### src/rtl/i2c_init_sequencer_pkg.sv
// Shared constants for the boot-time I2C register loader: table entry layout,
// FSM state encoding and helpers for building table entries.
package i2c_init_sequencer_pkg;

   localparam int ENTRY_W        = 17;
   localparam int DELAY_FLAG_BIT = 16;
   localparam int FIELD_W        = 8;
   localparam int REG_LSB        = 8;
   localparam int DATA_LSB       = 0;
   localparam int MS_W           = 16;

   typedef logic [ENTRY_W-1:0] entry_t;

   typedef enum logic [3:0] {
      ST_POWERUP,
      ST_FETCH,
      ST_ISSUE,
      ST_WAIT,
      ST_GAP,
      ST_DELAY,
      ST_NEXT,
      ST_DONE,
      ST_ERROR
   } state_e;

   function automatic entry_t mk_write(input logic [FIELD_W-1:0] reg_addr,
                                       input logic [FIELD_W-1:0] value);
      return {1'b0, reg_addr, value};
   endfunction

   function automatic entry_t mk_delay(input logic [MS_W-1:0] ms);
      return {1'b1, ms};
   endfunction

endpackage

### src/rtl/i2c_init_rom.sv
// Board-specific register table (HDMI transmitter bring-up) with a registered
// read port; indices at or beyond ENTRY_COUNT read back as a 0 ms delay.
module i2c_init_rom
   import i2c_init_sequencer_pkg::*;
#(
   parameter int unsigned ENTRY_COUNT = 16
) (
   input  logic         clock,
   input  logic         reset_n,
   input  logic [7:0]   index,
   output logic [16:0]  entry
);

   entry_t entry_d, entry_q;

   always_comb begin
      entry_d = mk_delay(16'd0);
      if (int'(index) < int'(ENTRY_COUNT)) begin
         case (index)
            8'd0:    entry_d = mk_write(8'h41, 8'h10);   // power up the transmitter
            8'd1:    entry_d = mk_delay(16'd3);          // let the PLL settle
            8'd2:    entry_d = mk_write(8'h98, 8'h03);
            8'd3:    entry_d = mk_write(8'h9A, 8'hE0);
            8'd4:    entry_d = mk_write(8'h9C, 8'h30);
            8'd5:    entry_d = mk_write(8'h9D, 8'h61);
            8'd6:    entry_d = mk_write(8'hA2, 8'hA4);
            8'd7:    entry_d = mk_write(8'hA3, 8'hA4);
            8'd8:    entry_d = mk_write(8'hE0, 8'hD0);
            8'd9:    entry_d = mk_write(8'hF9, 8'h00);
            8'd10:   entry_d = mk_write(8'h15, 8'h00);
            8'd11:   entry_d = mk_write(8'h16, 8'h30);
            8'd12:   entry_d = mk_write(8'h17, 8'h02);
            8'd13:   entry_d = mk_write(8'h18, 8'h46);
            8'd14:   entry_d = mk_write(8'hAF, 8'h06);
            8'd15:   entry_d = mk_write(8'hD6, 8'hC0);
            default: entry_d = mk_delay(16'd0);
         endcase
      end
   end

   always_ff @(posedge clock or negedge reset_n) begin
      if (!reset_n) entry_q <= '0;
      else          entry_q <= entry_d;
   end

   assign entry = entry_q;

endmodule

### src/rtl/i2c_init_sequencer.sv
// Walks the register table after a power-up delay, issuing one I2C write per
// entry with NACK retry, and reports done/error to downstream enable logic.
module i2c_init_sequencer
   import i2c_init_sequencer_pkg::*;
#(
   parameter int unsigned CLOCK_FREQUENCY   = 50_000_000,
   parameter logic [6:0]  DEVICE_ADDRESS    = 7'h39,
   parameter int unsigned ENTRY_COUNT       = 16,
   parameter int unsigned MAX_RETRIES       = 3,
   parameter int unsigned POWER_UP_DELAY_MS = 10
) (
   input  logic         clock,
   input  logic         reset_n,
   input  logic         restart,
   output logic         master_ready,
   output logic [6:0]   master_address,
   output logic         master_rw,
   output logic [7:0]   master_register,
   output logic [7:0]   master_data,
   input  logic         master_valid,
   input  logic         master_nack,
   output logic         busy,
   output logic         done,
   output logic         error,
   output logic [7:0]   error_index
);

   localparam int unsigned      CYC_PER_MS  = CLOCK_FREQUENCY / 1000;
   localparam int unsigned      TICK_W      = (CYC_PER_MS > 1) ? $clog2(CYC_PER_MS) : 1;
   localparam logic [TICK_W-1:0] TICK_RELOAD = TICK_W'(CYC_PER_MS - 1);
   localparam logic [7:0]       LAST_INDEX  = 8'(ENTRY_COUNT - 1);
   localparam logic [3:0]       RETRY_LIMIT = 4'(MAX_RETRIES);
   localparam logic [MS_W-1:0]  PU_MS       = MS_W'(POWER_UP_DELAY_MS);

   state_e              state_d, state_q;
   logic [7:0]          idx_d, idx_q;
   logic [3:0]          retry_d, retry_q;
   logic [MS_W-1:0]     dly_d, dly_q;
   logic [TICK_W-1:0]   tick_d, tick_q;
   logic                ready_d, ready_q;
   logic [7:0]          reg_d, reg_q;
   logic [7:0]          data_d, data_q;
   logic                busy_d, busy_q;
   logic                done_d, done_q;
   logic                err_d, err_q;
   logic [7:0]          eidx_d, eidx_q;

   logic                tick;
   logic                wait_over;
   logic [16:0]         rom_entry;

   // ROM is addressed with the next index so the entry is already registered
   // during the single FETCH cycle (and stays put across GAP retries).
   i2c_init_rom #(
      .ENTRY_COUNT (ENTRY_COUNT)
   ) u_rom (
      .clock   (clock),
      .reset_n (reset_n),
      .index   (idx_d),
      .entry   (rom_entry)
   );

   assign tick      = (tick_q == '0);
   assign wait_over = (dly_q == '0) || (tick && (dly_q == MS_W'(1)));

   always_comb begin
      state_d = state_q;
      idx_d   = idx_q;
      retry_d = retry_q;
      dly_d   = dly_q;
      tick_d  = tick ? TICK_RELOAD : tick_q - TICK_W'(1);
      ready_d = 1'b0;
      reg_d   = reg_q;
      data_d  = data_q;
      done_d  = done_q;
      err_d   = err_q;
      eidx_d  = eidx_q;

      case (state_q)
         ST_POWERUP: begin
            if (wait_over) begin
               state_d = ST_FETCH;
               idx_d   = '0;
               retry_d = '0;
            end else if (tick) begin
               dly_d = dly_q - MS_W'(1);
            end
         end
         ST_FETCH: begin
            if (rom_entry[DELAY_FLAG_BIT]) begin
               state_d = ST_DELAY;
               dly_d   = rom_entry[MS_W-1:0];
               tick_d  = TICK_RELOAD;
            end else begin
               state_d = ST_ISSUE;
               ready_d = 1'b1;
               reg_d   = rom_entry[REG_LSB +: FIELD_W];
               data_d  = rom_entry[DATA_LSB +: FIELD_W];
            end
         end
         ST_ISSUE: state_d = ST_WAIT;
         ST_WAIT: begin
            if (master_valid) begin
               if (!master_nack) begin
                  state_d = ST_NEXT;
               end else if (retry_q < RETRY_LIMIT) begin
                  state_d = ST_GAP;
                  retry_d = retry_q + 4'd1;
                  dly_d   = MS_W'(1);
                  tick_d  = TICK_RELOAD;
               end else begin
                  state_d = ST_ERROR;
                  err_d   = 1'b1;
                  eidx_d  = idx_q;
               end
            end
         end
         ST_GAP: begin
            if (wait_over) begin
               state_d = ST_ISSUE;
               ready_d = 1'b1;
               reg_d   = rom_entry[REG_LSB +: FIELD_W];
               data_d  = rom_entry[DATA_LSB +: FIELD_W];
            end else if (tick) begin
               dly_d = dly_q - MS_W'(1);
            end
         end
         ST_DELAY: begin
            if (wait_over)   state_d = ST_NEXT;
            else if (tick)   dly_d   = dly_q - MS_W'(1);
         end
         ST_NEXT: begin
            if (idx_q == LAST_INDEX) begin
               state_d = ST_DONE;
               done_d  = 1'b1;
            end else begin
               state_d = ST_FETCH;
               idx_d   = idx_q + 8'd1;
               retry_d = '0;
            end
         end
         ST_DONE, ST_ERROR: begin
            if (restart) begin
               state_d = ST_FETCH;
               idx_d   = '0;
               retry_d = '0;
               done_d  = 1'b0;
               err_d   = 1'b0;
               eidx_d  = '0;
            end
         end
         default: state_d = ST_POWERUP;
      endcase

      busy_d = !((state_d == ST_DONE) || (state_d == ST_ERROR));
   end

   always_ff @(posedge clock or negedge reset_n) begin
      if (!reset_n) begin
         state_q <= ST_POWERUP;
         idx_q   <= '0;
         retry_q <= '0;
         dly_q   <= PU_MS;
         tick_q  <= TICK_RELOAD;
         ready_q <= 1'b0;
         reg_q   <= '0;
         data_q  <= '0;
         busy_q  <= 1'b1;
         done_q  <= 1'b0;
         err_q   <= 1'b0;
         eidx_q  <= '0;
      end else begin
         state_q <= state_d;
         idx_q   <= idx_d;
         retry_q <= retry_d;
         dly_q   <= dly_d;
         tick_q  <= tick_d;
         ready_q <= ready_d;
         reg_q   <= reg_d;
         data_q  <= data_d;
         busy_q  <= busy_d;
         done_q  <= done_d;
         err_q   <= err_d;
         eidx_q  <= eidx_d;
      end
   end

   assign master_ready    = ready_q;
   assign master_address  = DEVICE_ADDRESS;
   assign master_rw       = 1'b0;
   assign master_register = reg_q;
   assign master_data     = data_q;
   assign busy            = busy_q;
   assign done            = done_q;
   assign error           = err_q;
   assign error_index     = eidx_q;

endmodule

### config.mk
export PLATFORM = sky130hd
export DESIGN_NAME = i2c_init_sequencer
export DESIGN_NICKNAME = d
export VERILOG_FILES = /design/src/rtl/i2c_init_sequencer_pkg.sv /design/src/rtl/i2c_init_rom.sv /design/src/rtl/i2c_init_sequencer.sv
export SDC_FILE = /design/constraint.sdc
export NUM_CORES = 1
export LEC_CHECK = 0
export ABC_AREA = 1
export BUFFER_PORTS_ARGS = -buffer_cell sky130_fd_sc_hd__buf_2
export CAP_MARGIN = 25
export CORE_ASPECT_RATIO = 0.5
export CORE_MARGIN = 2
export CORE_UTILIZATION = 34
export CTS_BUF_LIST = sky130_fd_sc_hd__clkbuf_8
export CTS_CLUSTER_DIAMETER = 120
export DETAILED_ROUTE_END_ITERATION = 16
export SLEW_MARGIN = 5
export SYNTH_ARGS = -nofsm -noshare
export SYNTH_HDL_FRONTEND = slang
export SYNTH_SLANG_ARGS = --single-unit
### constraint.sdc
create_clock -name clock -period 2.5 [get_ports clock]
set_input_delay 0.375 -clock clock [delete_from_list [all_inputs] [get_ports clock]]
set_output_delay 0.375 -clock clock [all_outputs]
set_load 0.02 [all_outputs]
## Yosys cells after proc, flatten, opt, wreduce, memory -nomap -nowiden

Memories as Yosys holds them, arrays and structs flattened.
Index checks and enable logic that the tools add are counted.

| cells by class | value |
|---|---|
| $add $sub $neg | 4 |
| $lt $le $gt $ge | 2 |
| equal/unequal tests | 25 |
| multiplexer cells | 57 |
| reductions and logical operators | 20 |

Operators with widths:

| operator | count |
|---|---|
| $mux 16 | 11 |
| $mux 8 | 11 |
| $mux 4 | 13 |
| $pmux 16 s3 | 1 |
| $pmux 8 s2 | 3 |
| $mux 17 | 2 |
| $logic_not 16->1 | 2 |
| $pmux 16 s2 | 1 |
| $pmux 4 s8 | 1 |
| $sub 16x1->16 const B | 2 |
| $pmux 8 s3 | 1 |
| $ne 2x2->1 const B | 11 |
| $eq 4x3->1 const B | 5 |
| $eq 16x1->1 const B | 1 |
| $pmux 4 s4 | 1 |
| $reduce_and 7->1 | 2 |
| $add 8x1->8 const B | 1 |
| $eq 4x2->1 const B | 2 |
| $eq 4x4->1 const B | 2 |
| $eq 8x4->1 const B | 1 |
| $logic_not 4->1 | 2 |
| $lt 8x5->1 const B | 1 |
| $mux 1 | 7 |
| $mux 3 | 2 |
| 15 further kinds | 22 |

| storage, ports and cells | value |
|---|---|
| bits in registers | 93 |
| ROM bits | 256 |
| input bits | 5 |
| output and inout port bits | 36 |
| word-level logic and storage cells | 122 |
| memories kept | 1 |

Memories:

| name | words | bits a word | read ports | clocked after Yosys merged registers in | wr ports | RTL line | text |
|---|---|---|---|---|---|---|---|
| (no name shown) | 16 | 16 | 1 | 0 | 0 | i2c_init_rom.sv:19 | `case (index)` |

## Logic depth before layout (Yosys ltp)

Gate-level depths: netlist (run 1).

| logic depth | value |
|---|---|
| depth in word-level cells | 8 |
| gate-level depth with buffers | 17 |
| gate-level depth less buffers | 17 |

## By module

A second synthesis (run 1) with hierarchy kept.

| unflattened totals | value |
|---|---|
| cell total of the unflattened synthesis | 687 |
| area total of the unflattened synthesis | 5452.7 um2 |

Modules (own cells, without submodules):

| module | instances | cells each | area each (um2) | sequential area each (um2) |
|---|---|---|---|---|
| i2c_init_sequencer | 1 | 576 | 4518.1 | 1916.8 |
| i2c_init_rom | 1 | 111 | 934.6 | 400.4 |

## Worst setup path before layout (run 1)

Ideal clock, no wire load.

| path | value |
|---|---|
| path type | reg2reg |
| start point | reg idx_q[0] |
| end point | reg u_rom.entry_q[8] (netlist: u_rom.entry[8]) |
| setup time | 0.071 ns |
| arrival | 2.029 ns |
| required time | 2.429 ns |
| slack | 0.400 ns |
| stages on the path, launching flop included | 16 |
| path buffers | 0 |
| period minus slack after synthesis | 2.100 ns |
| cells stage by stage | dfrtp_1 ha_1 nand3_1 nor2_1 nand2_1 nand3_1 nand2_1 inv_1 nand2_1 nor2_2 ha_1 inv_1 nand2_1 nand3_1 nand2_1 nor2_1 |

| between the ends | value |
|---|---|
| cells in the longest elaborated chain, start to end | 6 |
| elaborated cells on any way between the ends | 11 |
| those cells by class | add/sub: 1; order compare: 1; eq/ne: 1; mux: 6; reduce/logical: 1; memory: 1 |

Ends and longest elaborated chain:

| what | RTL line | text |
|---|---|---|
| from (decl) | i2c_init_sequencer.sv:36 | `logic [7:0] idx_d, idx_q;` |
| from (signal assigned) | i2c_init_sequencer.sv:174 | `idx_q <= idx_d;` |
| $add 8x1->8 / $eq 8x4->1 (equally long branches) | i2c_init_sequencer.sv:138, i2c_init_sequencer.sv:133 |  |
| $mux 8 | i2c_init_sequencer.sv:133 | `if (idx_q == LAST_INDEX) begin` |
| $pmux 8 s3 * | i2c_init_sequencer.sv:79 | `case (state_q)` |
| $mem_v2 16x16 / $logic_not 4->1 (equally long branches) | - |  |
| $mux 17 | i2c_init_rom.sv:19 |  |
| $mux 17 * | i2c_init_rom.sv:18 | `if (int'(index) < int'(ENTRY_COUNT)) begin` |
| net u_rom.entry_d[8] | i2c_init_rom.sv:14 | `entry_t entry_d, entry_q;` |
| to (signal assigned) | i2c_init_rom.sv:43 | `else entry_q <= entry_d;` |
| to (decl) | i2c_init_rom.sv:14 |  |

Mark *: on every way through the listed nets, which the timed path passes. The rest lies on a longest branch.
A chain may end at the register's enable or synchronous reset.

## Final worst setup path (run 1)

| path | value |
|---|---|
| start point | reg state_q[0] |
| end point | reg u_rom.entry_q[9] (netlist: u_rom.entry[9]) |

| between the ends | value |
|---|---|
| cells in the longest elaborated chain, start to end | 6 |
| elaborated cells on any way between the ends | 11 |
| those cells by class | order compare: 1; eq/ne: 3; mux: 3; reduce/logical: 3; memory: 1 |

Ends and longest elaborated chain:

| what | RTL line | text |
|---|---|---|
| from (decl) | i2c_init_sequencer.sv:35 | `state_e state_d, state_q;` |
| from (signal assigned) | i2c_init_sequencer.sv:173 | `state_q <= state_d;` |
| $eq 4x3->1 / $eq 4x4->1 (equally long branches) | i2c_init_sequencer.sv:79 |  |
| $reduce_or 2->1 | i2c_init_sequencer.sv:79 |  |
| $pmux 8 s3 * | i2c_init_sequencer.sv:79 |  |
| $mem_v2 16x16 / $logic_not 4->1 (equally long branches) | - |  |
| $mux 17 | i2c_init_rom.sv:19 |  |
| $mux 17 * | i2c_init_rom.sv:18 |  |
| net u_rom.entry_d[9] | i2c_init_rom.sv:14 |  |

Marked as above.

==> impl_metrics.toml, run 1 <==
[outcome]
status = "finished clean"

[placed_design]
post-place-ws_ns = 0.0689
dp_hpwl_um = 8380
gp_congestion = 0.840
dp_cells = 890
io_buffers = 31

[timing]
setup_violations = 0
tightest_slew_ns = 0.624
min_period_ns = 2.33
relSlewSlack = 0.584
clock.fmax_ghz = 0.428
period_share = 0.934
whs_ns = 0.0000742
fin_tns_setup_ns = 0
worst_slack_ns = 0.165
fin_skew_ns = 0.0101
slew_violations = 0
finalHoldViolCount = 0

[critical_path]
crit_fanout = 6
path_class = "register to register"
r2r_end = "u_rom.entry[9]"
r2r_start = "state_q[0]"
crit_chain = "nor2_1 > inv_1 > nor2_2 > inv_1 > nand3_2 > nor2_1 > nand3b_4 > ha_1 > inv_1 > nand4_1 > nand2_1 > nand2_1 > nand2_1 > nor2_1"
crit_path_top_delay_cell = "dfrtp_1"
worstPathArrival_ns = 2.60
startpoint_type = "register"
crit_required_ns = 2.76
r2r_slack_ns = 0.17
worstRegToRegCells = 14
crit_path_max_incr_delay_ns = 0.46
cp-end-kind = "register"

[global_route]
track_usage = 0.150
overflow = 0
first_global_vias = 3974
antenna_found_initial = 0
grt_max_degree = 47
grt_pass1_wl_um = 19500

[routing]
first_pass_iters = 4
via_per_inst = 4.68
vias = 4243
drc_errors = 0
route.detailed.wl_per_inst_um = 12.3
final_antenna_net_count = 0
wl_um = 11100
first_iter_violations = 234

[pwr]
clkPwrFrac = 0.156
power.switching_mw = 2.87
ir_worst_vdd_mv = 0.344
swShare = 0.445
leakage_nw = 2.91
pwr_density_cell_mw_per_mm2 = 1110
power.share.sequential = 0.342
p_comb_frac = 0.502
internal_power_mw = 3.58

[synthesis]
synth_area_per_cell_um2 = 7.78
yosys_most_used_dff = "dfrtp_1"
synth_top_area_frac = 0.384
seq_area_frac_synth = 0.445
synth_cell_types = 46
synthArstFlopShare = 1.00
synth-edff-count = 0
yosysWarnings = 0
synthTopCellsByArea = "dfrtp_1, nand2_1, inv_1"
yosysTopAreaCell = "dfrtp_1"
synth_area_mm2 = 0.00515
syn_inst = 662
ys_seq_elements = 91

[clocking]
ctsHtreeMaxLevel = 3
cts_sinks = 91
ctsHoldBuffers = 0
insertion_delay_ns = 0.37
cts_tree = "built"
cts_buffers = 9
path_clk_slew_ns = 0.09
clockRootBuffer = "clkbuf_8"
clk_path_buf_depth = 2

[final_layout]
final-instance-count-excl-fill = 906
area_growth_pct = 12.4
mostFrequentLayoutCell = "nand2_1"
fin_util = 0.396
layout_common_cells = "nand2_1, inv_1, nor2_1"
insertedDiodeCount = 0
fin_nets = 720
final_layout_size_suffix_gt1_frac = 0.165

[floorplanning]
start_util = 0.352
coreArea_mm2 = 0.0146
fp.dieW_um = 178
die_y_um = 91.0
rows = 31
die-area_mm2 = 0.0162
ios = 41

[run]
drv_cap = 0

[hold_path]
hold_path_class = "input port to async pin"
critical path: cells and delay by family, from the launching register on:
kind | cells | cell delay, ns
adders and majority gates | 1 | 0.23
buffers and inverters | 3 | 0.30
DFF | 1 | 0.46
and+or+nand+nor | 10 | 1.23
registers in the layout, summed over array words and instances, names as in the netlist, 4 cells and up:
name,count
dly_q,16
error_index,8
idx_q,8
master_data,7
master_register,8
retry_q,4
state_q,4
tick_q,16
u_rom.entry,16
repair_timing:
action	CTS	global route
buffers inserted	0	0
gates resized for setup	0	9
endpoints found under the hold margin	0	0
endpoints found under the setup margin	0	16
worst max path at each step:
stage,startpoint,endpoint,slack (ns),cells past startpoint
2_1_floorplan,idx_q[0],u_rom.entry[8],0.40,15
3_3_place_gp,idx_q[0],u_rom.entry[9],0.11,15
3_5_place_dp,idx_q[1],u_rom.entry[9],0.07,15
4_1_cts,idx_q[0],u_rom.entry[9],0.05,15
5_1_grt,idx_q[1],u_rom.entry[8],-0.03,15
6_report,state_q[0],u_rom.entry[9],0.17,14
cell type report:
class                   count  area, um^2
clock inverters             6        58.8
inverters                  98         368
multi-input cells         462        2430
repair buffers             41         258
well taps                 198         248
flip-flops and latches     91        2290
clock buffers              10         138
fillers                  1495        8830
through the flow:
step / instance area, um^2 / power (mW)
finish: 5790 / 6.45
global route: 5790 / 7.06
CTS: 5760 / 6.49
detailed placement: 5560 / 5.45
global placement: 5560 / 5.43
floorplan: 5180 / 4.58
routing by layer:
layer | vias to the layer above | GRT usage | part of all wire
li1 | 2175 | - | -
met1 | 1987 | 0.216 | 0.52
met2 | 69 | 0.227 | 0.43
met3 | 12 | 0.0318 | 0.039
met4 | 0 | 0.0376 | 0.011
met5 | - | 0 | 0
synthesized netlist by cell type (2+ instances only):
| cell type | instances |
|---|---|
| a21oi_1 | 25 |
| a31oi_1 | 2 |
| buf_2 | 6 |
| buf_4 | 9 |
| buf_6 | 2 |
| conb_1 | 2 |
| dfrtp_1 | 79 |
| dfstp_2 | 12 |
| ha_1 | 12 |
| inv_1 | 93 |
| inv_2 | 4 |
| mux2_2 | 5 |
| nand2_1 | 138 |
| nand2_2 | 11 |
| nand2_4 | 2 |
| nand3_1 | 35 |
| nand3b_1 | 3 |
| nand3b_4 | 2 |
| nand4_1 | 8 |
| nor2_1 | 85 |
| nor2_2 | 8 |
| nor2_4 | 3 |
| nor3_1 | 12 |
| nor3_2 | 2 |
| nor4_1 | 2 |
| o21ai_0 | 51 |
| o21ai_1 | 5 |
| o21ai_2 | 3 |
| o22ai_1 | 8 |
| xnor2_1 | 4 |
| xor2_1 | 14 |
power groups by stage:
stage / Clock, mW / Sequential, mW / Combinational, mW
after global placement: 0 / 2.23 / 3.20
after CTS: 1.05 / 2.20 / 3.23
after global routing: 1.11 / 2.26 / 3.68
after detailed placement: 0 / 2.23 / 3.22
final: 1.01 / 2.21 / 3.24
after floorplan: 0 / 2.34 / 2.24
logic make-up (layout without fill, tap and decap cells):
family	count (synthesis)	count (layout)	share of synthesized area
xor gates and xnor gates	18	18	0.0306
buffers and inverters	116	155	0.0954
and+or+nand+nor	316	316	0.279
DFF	91	91	0.445
other	2	9	0.00146
AOI/OAI and AO/OA	102	102	0.109
muxes	5	5	0.0109
adders and majority gates	12	12	0.0291
No activity file was read; power rests on OpenSTA's default activity.
==> run 2: changes to the inputs <==
--- a/config.mk
+++ b/config.mk
@@ -8,13 +8,17 @@
 export ABC_AREA = 1
 export BUFFER_PORTS_ARGS = -buffer_cell sky130_fd_sc_hd__buf_2
 export CAP_MARGIN = 25
+export CELL_PAD_IN_SITES_DETAIL_PLACEMENT = 2
+export CELL_PAD_IN_SITES_GLOBAL_PLACEMENT = 2
 export CORE_ASPECT_RATIO = 0.5
 export CORE_MARGIN = 2
 export CORE_UTILIZATION = 34
 export CTS_BUF_LIST = sky130_fd_sc_hd__clkbuf_8
 export CTS_CLUSTER_DIAMETER = 120
 export DETAILED_ROUTE_END_ITERATION = 16
+export PLACE_DENSITY_LB_ADDON = 0.1
 export SLEW_MARGIN = 5
 export SYNTH_ARGS = -nofsm -noshare
 export SYNTH_HDL_FRONTEND = slang
+export SYNTH_HIERARCHICAL = 1
 export SYNTH_SLANG_ARGS = --single-unit
==> impl_metrics.toml, run 2 <==
[timing]
clock.fmax_ghz = 0.422
whs_ns = 0.276
fin_skew_ns = 0.0197
grt_setup_unrepaired = "yes"
setup_violations = 0
relSlewSlack = 0.618
period_share = 0.948
tightest_slew_ns = 0.573
slew_violations = 0
finalHoldViolCount = 0
min_period_ns = 2.37

[synthesis]
synthArstFlopShare = 1.00
synth_cell_types = 44
synth_top_area_frac = 0.367
seq_area_frac_synth = 0.425
syn_inst = 687
yosys_most_used_dff = "dfrtp_1"
synth_area_mm2 = 0.00545
synthTopCellsByArea = "dfrtp_1, nand2_1, nand3_1"
synth_area_per_cell_um2 = 7.94
synth.most_common_cell = "nand2_1"
yosysWarnings = 6
synth-edff-count = 0
yosysTopAreaCell = "dfrtp_1"
ys_seq_elements = 92
synthTopCellsByCount = "nand2_1, inv_1, dfrtp_1, nor2_1, nand3_1"

[clocking]
insertion_delay_ns = 0.39
ctsHtreeMaxLevel = 3
cts_buffers = 9
cts_sinks = 92
path_clk_slew_ns = 0.10
clockRootBuffer = "clkbuf_8"
cts_tree = "built"
clk_path_buf_depth = 2

[floorplanning]
die-area_mm2 = 0.0171
coreArea_mm2 = 0.0155
rows = 32
start_util = 0.351
fp.dieW_um = 183
ios = 41
die_y_um = 93.5

[pwr]
ir_worst_vdd_mv = 0.369
leakage_nw = 3.22
p_total_mw = 7.93
pwr_density_cell_mw_per_mm2 = 1250

[routing]
final_antenna_net_count = 0
drc_errors = 0
first_pass_iters = 4
wl_um = 16100
route.detailed.wl_per_inst_um = 16.7
via_per_inst = 4.92
first_iter_violations = 169
vias = 4741

[final_layout]
stdcell_area_mm2 = 0.00635
mostFrequentLayoutCell = "nand2_1"
final_layout_size_suffix_gt1_frac = 0.271
insertedDiodeCount = 0
area_growth_pct = 16.5
fin_nets = 778
layout_common_cells = "nand2_1, inv_1, dfrtp_1"

[critical_path]
crit_fanout = 6
worstPathArrival_ns = 2.66
path_class = "register to register"
startpoint_type = "register"
crit_required_ns = 2.79
cp-end-kind = "register"

[global_route]
track_usage = 0.199
overflow = 0
antenna_found_initial = 0
grt_pass1_wl_um = 26600
grt_max_degree = 41
first_global_vias = 5126

[outcome]
status = "finished clean"

[placed_design]
gp_congestion = 0.765
placed_area_mm2 = 0.00597
dp_hpwl_um = 12100
io_buffers = 32

[hold_path]
hold_path_class = "input port to register"

[run]
drv_cap = 0
## run 2: changes by cell type after synthesis, moves of 9 or more
cell     before  now
nand3_1      35   65
o21ai_0      51   22
inv_1        93   84
nand2_1     138  153
nor2_1       85   67
o21ai_1       5   27
a21oi_1      25   14
xor2_1       14    5
## run 2: routing by layer
metal  track usage  share of wire  wire, um
met1         0.262           0.49      7890
met2         0.344           0.48      7730
met3        0.0413          0.021       341
met4        0.0313         0.0068       110
met5             0              0         0
## run 2: layout make-up
class / count / area [um^2]
fill: 1836 / 9180
multi-input combinational: 485 / 2730
clock buffer: 9 / 124
timing repair buffer: 72 / 498
clock inverter: 7 / 70.1
tap: 204 / 255
inverter: 95 / 359
sequential: 92 / 2320
## run 2: cell families after synthesis
logic type | after synthesis | synth area share
adder cells (fa/ha/maj) | 18 | 0.0413
flip-flops | 92 | 0.425
buffers and inverters | 116 | 0.0971
other | 3 | 0.00207
AND/OR/NAND/NOR | 368 | 0.328
AO/OA/AOI/OAI | 81 | 0.0920
XOR/XNOR | 9 | 0.0145
## run 2: power breakdown
group          internal, mW  switching [mW]  leakage, nW
registers              2.02           0.336         1.19
logic                  1.56            2.96         1.93
clock network         0.459           0.596       0.0980
## run 2: final timing paths
kind	start	slack, ns	cells after the start	endpoint
setup reg to reg	tick_q[0]	0.13	17	u_rom/entry[12]
min in group asynchronous	reset_n	0.51	2	retry_q[3]
setup / recovery	tick_q[0]	0.13	17	u_rom/entry[12]
hold reg to reg	tick_q[0]	0.46	1	tick_q[0]
hold / removal	master_valid	0.28	3	state_q[2]
max in group asynchronous	reset_n	1.26	3	idx_q[1]
## run 2: critical path, cell delays in order, from the launching register on
cell and delay (ns):
dfstp_2 0.54, inv_1 0.05, ha_1 0.22, nand2_1 0.09, nor2_2 0.06, nand3_1 0.09, nand2_2 0.09, nand2_4 0.07
nand2_1 0.08, nand2_2 0.14, nand2_1 0.10, o21ai_4 0.11, inv_2 0.10, ha_1 0.28, inv_1 0.07, nand2_1 0.05
nand2_1 0.08, nor2_1 0.05
## run 2: repair_timing
action                                  4_1_cts  5_1_grt
gates resized for setup                       8       28
gates cloned                                  0        0
hold buffers                                  1        0
endpoints found under the hold margin        17        0
endpoints found under the setup margin       12       15
pin swaps                                     0        9
setup buffers                                 0        9
## run 2: through the flow
step / setup WS (ns) / util / cells / setup TNS (ns)
floorplan: 0.0952 / - / 693 / 0
global placement: -0.0617 / 0.385 / 938 / -0.0617
detailed placement: -0.111 / 0.385 / 938 / -0.531
CTS: 0.00797 / 0.399 / 955 / 0
global route: -0.0510 / 0.409 / 964 / -0.167
finish: 0.129 / 0.409 / 964 / 0
==> run 3: changes to the inputs <==
--- a/config.mk
+++ b/config.mk
@@ -16,6 +16,7 @@
 export CTS_BUF_LIST = sky130_fd_sc_hd__clkbuf_8
 export CTS_CLUSTER_DIAMETER = 120
 export DETAILED_ROUTE_END_ITERATION = 16
+export GPL_TIMING_DRIVEN = 0
 export PLACE_DENSITY_LB_ADDON = 0.1
 export SLEW_MARGIN = 5
 export SYNTH_ARGS = -nofsm -noshare
==> impl_metrics.toml, run 3 (same netlist as run 2, synthesis figures left out) <==
[outcome]
status = "finished clean"

[critical_path]
worstPathArrival_ns = 2.64
cp.buffers_inverters = 3
crit_required_ns = 2.77
cp-end-kind = "register"
path_class = "register to register"
critical_path.top_delay_family = "simple AND/OR/NAND/NOR gates"
crit_path_top_delay_cell = "dfstp_2"
crit_chain = "inv_4 > ha_4 > nand2_2 > nor2_1 > and2_1 > nand2_1 > and2_4 > nand3_1 > nand3b_1 > inv_2 > buf_4 > ha_1 > o21ai_0 > nor2_1"
crit_path_max_incr_delay_ns = 0.57
startpoint_type = "register"
crit_fanout = 5
path_common_cell = "nor2_1"
r2r_slack_ns = 0.13

[global_route]
overflow = 0
first_global_vias = 5352
grt_pass1_wl_um = 27900
grt_max_degree = 64
track_usage = 0.209
antenna_found_initial = 0

[routing]
first_pass_iters = 4
wl_um = 17000
met3_wirelength_um = 353
met1_length_um = 8150
route.detailed.wl_per_inst_um = 17.5
drc_errors = 0
topRoutingLayerUsed = "met4"
final_antenna_net_count = 0
first_iter_violations = 171
vias = 4813
via_per_inst = 4.95
wl_met2_um = 8430

[final_layout]
multi_input_area_mm2 = 0.00282
final-instance-count-excl-fill = 973
mostFrequentLayoutCell = "nand2_1"
fin_nets = 788
final_layout_size_suffix_gt1_frac = 0.309
insertedDiodeCount = 0
layout_common_cells = "nand2_1, inv_1, dfrtp_1"
area_growth_pct = 21.2
register_area_mm2 = 0.00233
fin_util = 0.426
stdcell_area_mm2 = 0.00661
nFillCells = 1793

[placed_design]
placed_area_mm2 = 0.00592
dp_hpwl_um = 12100
gp_congestion = 0.780
io_buffers = 32
dp_cells = 930

[pwr]
pwr_density_cell_mw_per_mm2 = 1280
leakage_nw = 3.30
ir_worst_vdd_mv = 0.412

[clocking]
cts_sinks = 92
insertion_delay_ns = 0.38
cts_tree = "built"
clockRootBuffer = "clkbuf_8"
clk_path_buf_depth = 2
path_clk_slew_ns = 0.10
ctsHtreeMaxLevel = 3
cts_buffers = 9

[floorplanning]
coreArea_mm2 = 0.0155
start_util = 0.351
rows = 32
die_y_um = 93.5
die-area_mm2 = 0.0171
ios = 41
fp.dieW_um = 183

[timing]
finalHoldViolCount = 0
setup_violations = 0
period_share = 0.947
fin_tns_setup_ns = 0
grt_setup_unrepaired = "yes"
min_period_ns = 2.37
clock.fmax_ghz = 0.422
slew_violations = 0
fin_skew_ns = 0.0135

[run]
drv_cap = 0

[hold_path]
hold_path_class = "input port to register"
run 3: cell types whose count changed in the layout (fill, tap and decap cells not counted), moves of 4 or more:
cell     change
dfrtp_1      -7
nor2_1       -6
buf_6        +5
nor2_2       +4
dfrtp_2      +7
buf_2        +6
nand2_1      -5
run 3: final cells by class:
type | instances | share of cell area
multi-input combinational | 485 | 0.426
sequential | 92 | 0.352
timing repair buffer | 61 | 0.0640
inverter | 95 | 0.0547
tap | 204 | 0.0386
buffer | 21 | 0.0263
clock inverter | 6 | 0.0195
clock buffer | 9 | 0.0187
run 3: repair_timing:
item / 4_1_cts / 5_1_grt
resized for setup: 19 / 51
hold endpoints to repair: 29 / 0
endpoints found under the setup margin: 16 / 16
hold buffers: 1 / 0
pin swaps: 3 / 15
setup buffers: 9 / 18
run 3: worst reg2reg max path, cell delays in order (launching register included):
cell and delay (ns):
dfstp_2 0.57, inv_4 0.06, ha_4 0.16, nand2_2 0.06
nor2_1 0.04, and2_1 0.14, nand2_1 0.06, and2_4 0.18
nand3_1 0.09, nand3b_1 0.17, inv_2 0.12, buf_4 0.16
ha_1 0.19, o21ai_0 0.19, nor2_1 0.07
run 3: path summary, 6_finish.rpt:
kind,from,endpoint,depth (start not counted)
min in group asynchronous,reset_n,error,2
hold reg to reg,tick_q[0],tick_q[0],1
setup reg to reg,dly_q[1],u_rom/entry[10],14
max in group asynchronous,reset_n,tick_q[1],3
hold / removal,master_valid,state_q[2],3
setup / recovery,dly_q[1],u_rom/entry[10],14
run 3: layer usage:
metal,GRT usage,vias up
met5,0,-
met4,0.0333,0
met3,0.0475,7
met2,0.365,36
met1,0.270,2451
li1,-,2319
run 3: where the power goes:
part	switching [mW]	internal (mW)	leakage, nW
Combinational	3.02	1.67	1.99
Sequential	0.402	2.02	1.18
Clock	0.575	0.756	0.130
run 3: through the flow:
step / hold slack (ns) / power (mW) / worst slack (ns)
global placement: 0.437 / 6.42 / -0.531
CTS: 0.275 / 8.21 / 0.00230
finish: 0.286 / 8.45 / 0.132
floorplan: 0.0794 / 5.32 / 0.0952
detailed placement: 0.365 / 6.60 / -0.560
global route: 0.293 / 9.13 / -0.0357
